$ cat src/rtl/cpu_trace_emitter.sv
// Serialises one CPU write-back record into an ASCII trace line, one char per clock.
// Latency: '^' appears the cycle after the capture edge; then one char per cycle, no gaps.
// Backpressure: in_ready only in IDLE and on the '#' cycle; offered records wait.
module cpu_trace_emitter (
  input  logic        clk,
  input  logic        reset,
  input  logic        in_valid,
  output logic        in_ready,
  input  logic        in_kind,
  input  logic [13:0] in_time,
  input  logic [31:0] in_pc,
  input  logic [4:0]  in_grf,
  input  logic [31:0] in_addr,
  input  logic [31:0] in_data,
  output logic [7:0]  char,
  output logic        char_valid,
  output logic        line_done
);

  typedef enum logic [3:0] {
    S_IDLE, S_CARET, S_TIME, S_AT, S_PC, S_COLON, S_SP1, S_SIGIL,
    S_ARG, S_SP2, S_LT, S_EQ, S_SP3, S_DATA, S_HASH
  } state_t;

  state_t           state, nxt_state;
  logic [2:0]       idx, nxt_idx;
  logic [7:0]       nxt_char;
  logic             accept;

  logic             kind_q;
  logic [31:0]      pc_q, addr_q, data_q;
  logic [3:0][3:0]  t_dig;
  logic [2:0]       t_len;
  logic [1:0][3:0]  g_dig;
  logic [2:0]       g_len;

  logic [13:0]      t_sat;
  logic [3:0][3:0]  t_dig_cap;
  logic [2:0]       t_len_cap;
  logic [2:0]       t_pos, g_pos;

  function automatic logic [7:0] hex_char(input logic [3:0] n);
    return (n < 4'd10) ? (8'h30 + {4'h0, n}) : (8'h57 + {4'h0, n});
  endfunction

  // Nibble 0 is the most significant one.
  function automatic logic [3:0] nib(input logic [31:0] v, input logic [2:0] i);
    return v[{~i, 2'b00} +: 4];
  endfunction

  assign in_ready = (state == S_IDLE) || (state == S_HASH);
  assign accept   = in_valid && in_ready;

  always_comb begin
    t_sat        = (in_time > 14'd9999) ? 14'd9999 : in_time;
    t_dig_cap[3] = 4'(t_sat / 14'd1000);
    t_dig_cap[2] = 4'((t_sat / 14'd100) % 14'd10);
    t_dig_cap[1] = 4'((t_sat / 14'd10) % 14'd10);
    t_dig_cap[0] = 4'(t_sat % 14'd10);
    if (t_sat >= 14'd1000)     t_len_cap = 3'd4;
    else if (t_sat >= 14'd100) t_len_cap = 3'd3;
    else if (t_sat >= 14'd10)  t_len_cap = 3'd2;
    else                       t_len_cap = 3'd1;
  end

  always_comb begin
    nxt_state = state;
    nxt_idx   = 3'd0;
    case (state)
      S_IDLE:  if (accept) nxt_state = S_CARET;
      S_CARET: nxt_state = S_TIME;
      S_TIME:  if (idx == t_len - 3'd1) nxt_state = S_AT;
               else nxt_idx = idx + 3'd1;
      S_AT:    nxt_state = S_PC;
      S_PC:    if (idx == 3'd7) nxt_state = S_COLON;
               else nxt_idx = idx + 3'd1;
      S_COLON: nxt_state = S_SP1;
      S_SP1:   nxt_state = S_SIGIL;
      S_SIGIL: nxt_state = S_ARG;
      S_ARG:   if ((kind_q && idx == 3'd7) || (!kind_q && idx == g_len - 3'd1)) nxt_state = S_SP2;
               else nxt_idx = idx + 3'd1;
      S_SP2:   nxt_state = S_LT;
      S_LT:    nxt_state = S_EQ;
      S_EQ:    nxt_state = S_SP3;
      S_SP3:   nxt_state = S_DATA;
      S_DATA:  if (idx == 3'd7) nxt_state = S_HASH;
               else nxt_idx = idx + 3'd1;
      S_HASH:  nxt_state = accept ? S_CARET : S_IDLE;
      default: nxt_state = S_IDLE;
    endcase
  end

  // Output char is looked up for the state being entered, so char is a pure register.
  always_comb begin
    t_pos    = t_len - 3'd1 - nxt_idx;
    g_pos    = g_len - 3'd1 - nxt_idx;
    nxt_char = 8'h00;
    case (nxt_state)
      S_CARET: nxt_char = 8'h5e;
      S_TIME:  nxt_char = 8'h30 + {4'h0, t_dig[t_pos[1:0]]};
      S_AT:    nxt_char = 8'h40;
      S_PC:    nxt_char = hex_char(nib(pc_q, nxt_idx));
      S_COLON: nxt_char = 8'h3a;
      S_SP1, S_SP2, S_SP3: nxt_char = 8'h20;
      S_SIGIL: nxt_char = kind_q ? 8'h2a : 8'h24;
      S_ARG:   nxt_char = kind_q ? hex_char(nib(addr_q, nxt_idx))
                                 : (8'h30 + {4'h0, g_dig[g_pos[0]]});
      S_LT:    nxt_char = 8'h3c;
      S_EQ:    nxt_char = 8'h3d;
      S_DATA:  nxt_char = hex_char(nib(data_q, nxt_idx));
      S_HASH:  nxt_char = 8'h23;
      default: nxt_char = 8'h00;
    endcase
  end

  always_ff @(posedge clk) begin
    if (reset) begin
      state      <= S_IDLE;
      idx        <= 3'd0;
      char       <= 8'h00;
      char_valid <= 1'b0;
      line_done  <= 1'b0;
      kind_q     <= 1'b0;
      pc_q       <= 32'h0;
      addr_q     <= 32'h0;
      data_q     <= 32'h0;
      t_dig      <= '0;
      t_len      <= 3'd0;
      g_dig      <= '0;
      g_len      <= 3'd0;
    end else begin
      state      <= nxt_state;
      idx        <= nxt_idx;
      char       <= nxt_char;
      char_valid <= (nxt_state != S_IDLE);
      line_done  <= (nxt_state == S_HASH);
      if (accept) begin
        kind_q   <= in_kind;
        pc_q     <= in_pc;
        addr_q   <= in_addr;
        data_q   <= in_data;
        t_dig    <= t_dig_cap;
        t_len    <= t_len_cap;
        g_dig[1] <= 4'(in_grf / 5'd10);
        g_dig[0] <= 4'(in_grf % 5'd10);
        g_len    <= (in_grf >= 5'd10) ? 3'd2 : 3'd1;
      end
    end
  end

endmodule

$ cat config.mk
export PLATFORM = sky130hd
export DESIGN_NAME = cpu_trace_emitter
export DESIGN_NICKNAME = d
export VERILOG_FILES = /design/src/rtl/cpu_trace_emitter.sv
export SDC_FILE = /design/constraint.sdc
export NUM_CORES = 1
export LEC_CHECK = 0
export BUFFER_PORTS_ARGS = -buffer_cell sky130_fd_sc_hd__buf_2
export CELL_PAD_IN_SITES_DETAIL_PLACEMENT = 0
export CELL_PAD_IN_SITES_GLOBAL_PLACEMENT = 2
export CORE_MARGIN = 3
export CORE_UTILIZATION = 31
export DETAILED_ROUTE_END_ITERATION = 8
export GPL_ROUTABILITY_DRIVEN = 1
export PLACE_DENSITY = 0.75
export SYNTH_ARGS = -nofsm -noshare
export SYNTH_HDL_FRONTEND = slang
export SYNTH_SLANG_ARGS = --single-unit
export TNS_END_PERCENT = 20
$ cat constraint.sdc
create_clock -name clk -period 6.1 [get_ports clk]
set_input_delay 0.305 -clock clk [delete_from_list [all_inputs] [get_ports clk]]
set_output_delay 0.305 -clock clk [all_outputs]
set_load 0.005 [all_outputs]
==> summary.txt <==
Post-synth EDFFs -> 0
Core area -> 32800 µm²
Final setup viols -> 0
Ys async rst share -> 0%
Fin crit period -> 5.63 ns
Boundary Pins -> 130
Routed wire length -> 35200 µm
Largest family of logic cells by synthesized area -> compound AO/OA/AOI/OAI gates
Compound-Gate Fraction of Synth Area -> 26.7%
Rows -> 66
Post-synthesis mux area share -> 8.51%
Layout cells sized above 1 -> 21.3%
Die outline width -> 189 µm
DR vias/cell -> 5.35
Hold buffers post-CTS -> 0
Mapped Cells -> 1416
Die height -> 189 µm
Detail Route Antenna Nets -> 0
WP buf/inv -> 4
Peak VDD IR -> 0.172 mV
Hold Slack -> 0.113 ns
CTS sink cnt -> 140
H-tree Lvls -> 4
Crit end category -> flip-flop
Slowest cell delay on critical path -> 0.48 ns
Max-cap violation count -> 0
Synth Cell Area -> 10400 µm²
Initial drt markers -> 771
Area growth syn-to-layout -> 20.1%
Slew Limit Fails -> 0
Register area share after synthesis -> 27.0%
Endpoints failing hold -> 0
DRC errors left -> 0
Vias -> 10700
P per Cell Area -> 313 nW/µm²
WP data required -> 6.45 ns
Flops & latches, synth -> 140
Clock skew -> 0.0125 ns
Unrepaired setup endpoints after global routing -> no
Final core occ -> 38.1%
Reg clk slew, reported paths -> 0.07 ns
Largest net degree at the start of global routing -> 89
Crit share post-route -> 92.3%
Vias in the first global route -> 10200
Area share of fa/ha/maj cells after synthesis -> 2.77%
Setup TNS -> 0 ns
Most used cell, CP -> a211oi_2
Fillers -> 3551
Hold Crit Class -> primary input to flip-flop
Relative slew slack -> 36.9%
Status -> finished clean
Root buffer cell -> clkbuf_16
Prevailing post-synth register cell -> dfxtp_1
I/O Buffers -> 128
Final instance count without filler cells -> 2006
GRT overflow -> 0
Placement Cell Area -> 11900 µm²
Placed Cells -> 1974
Worst path top cell family by delay -> compound AO/OA/AOI/OAI gates
Post-synthesis simple-gate area fraction -> 26.0%
Slowest cell on crit path -> a2111oi_1
Distinct cells, synth -> 94
Critical path class -> primary input to flip-flop
Syn nets -> 1554
GRT Resource Usage Total -> 19.2%
CP arrival -> 5.98 ns
Synth Area per Inst -> 7.34 µm²
CTS tree -> built
Skew-Pair Late Insertion Delay -> 0.43 ns
Worst-path maximum fanout -> 15
Starting density of the core -> 31.7%
Synth warnings -> 0
Routability Congestion -> 0.840
Max clock buf depth -> 2
DR WL/cell -> 17.5 µm
Die ar. -> 35800 µm²
Nets -> 1689
Initial antenna violation count -> 0
Worst-Margin Slew -> 0.947 ns
First-pass GRT wire length -> 55700 µm
Worst setup SP type -> primary input
HPWL after detailed placement -> 26200 µm
Fmax -> 0.178 GHz
R2R Setup Slk -> 1.76 ns
Lkg Pwr -> 4.97 nW
ANT cells -> 0
XOR/XNOR Fraction of Synth Area -> 3.61%
DRT Pass-1 Iters -> 5
Finished Cell Area -> 12500 µm²
Num CTS Buffers -> 17
==> registers in the layout, summed over array words and instances, names as in the netlist, 2 cells and up <==
name / cells
t_len: 3
addr_q: 32
data_q: 32
char: 7
g_len: 2
t_dig: 16
state: 4
idx: 3
pc_q: 32
g_dig: 6
==> per-layer routing <==
metal  vias up  track usage [%]  part of all wire, %
li1       5383                -                    -
met1      5163             27.4                   49
met2       174             31.6                   47
met3        21             2.06                  2.6
met4         0             3.35                 0.80
met5         -                0                    0
==> final cells by class <==
cell class | count | area (µm²) | share of cell area (%)
multi-input cells | 1140 | 7070 | 56.6
flip-flops and latches | 140 | 2800 | 22.5
repair buffers | 224 | 1380 | 11.0
well taps | 442 | 553 | 4.43
clock buffers | 17 | 425 | 3.41
clock inverters | 15 | 145 | 1.16
inverters | 28 | 113 | 0.902
==> layout by cell type (no fill, tap or decap), types with 15 or more instances in the layout <==
| cell type | count |
|---|---|
| nand2_1 | 289 |
| a21oi_1 | 187 |
| dfxtp_1 | 140 |
| buf_2 | 127 |
| nor2_1 | 113 |
| buf_4 | 96 |
| o21ai_0 | 47 |
| nand3_1 | 40 |
| nor3_1 | 34 |
| xnor2_1 | 33 |
| mux4_2 | 28 |
| inv_1 | 23 |
| mux2i_1 | 22 |
| a211oi_1 | 21 |
| ha_1 | 19 |
| clkbuf_16 | 17 |
| nand2b_1 | 16 |
| o211ai_1 | 16 |
| a21o_1 | 15 |
==> cell usage after synthesis, drive strengths merged (8+ instances only) <==
cell	number	area share (%)
o21a	8	0.58
a21o	15	1.1
clkbuf	70	2.5
xnor2	34	2.9
nor2b	10	0.60
nand3	40	1.9
nor4	8	0.48
nor3	36	1.8
nand2b	17	1.0
a21oi	190	9.3
mux2i	22	2.1
o221ai	8	0.67
buf	38	1.8
xor2	8	0.67
a31oi	14	0.84
o21ai	56	2.8
or2	10	0.60
mux4	28	6.1
or3	8	0.53
nor2	114	4.2
ha	19	2.3
nand2	290	10
dfxtp	140	27
o211ai	18	1.4
nand4	12	0.72
inv	28	1.1
and3	14	0.84
a211oi	28	2.3
and2	12	0.72
==> cell families after synthesis <==
| logic type | count (synthesis) |
|---|---|
| simple gates | 597 |
| buf+inv | 136 |
| mux | 53 |
| other cells | 1 |
| flops | 140 |
| compound gates | 423 |
| fa+ha+maj | 24 |
| xor+xnor | 42 |
==> worst paths after layout <==
path                                   from    endpoint  cells after the start
worst max-delay path            in_time[11]    t_dig[6]                     30
worst min-delay path             in_data[7]   data_q[7]                      3
worst max register to register     state[3]     char[2]                     15
worst min register to register   data_q[26]  data_q[26]                      2
==> repair_timing <==
item                                    in CTS  in global routing
endpoints found under the setup margin       0                  3
setup buffers                                0                  0
gates resized for setup                      0                  8
==> where the power goes <==
part	leakage [nW]	switching (W)	total [W]	internal (W)
combinational	3.55	0.00104	0.00182	0.000776
clock	0.272	0.000467	0.00101	0.000542
sequential	1.15	0.0000647	0.00108	0.00101
total	4.97	0.00157	0.00390	0.00233
==> worst min-delay path: stages <==
cell and delay, ns:
buf_2 0.09, nand2_1 0.04, a21oi_1 0.05
==> metrics by stage <==
step / worst slack (ns) / total power, W
6_report: 0.471 / 0.00390
2_1_floorplan: 0.0129 / 0.00232
3_3_place_gp: 0.0339 / 0.00288
3_5_place_dp: -0.0579 / 0.00290
5_1_grt: 0.0259 / 0.00419
4_1_cts: 0.361 / 0.00392
Power figures use the tool's default switching activity.
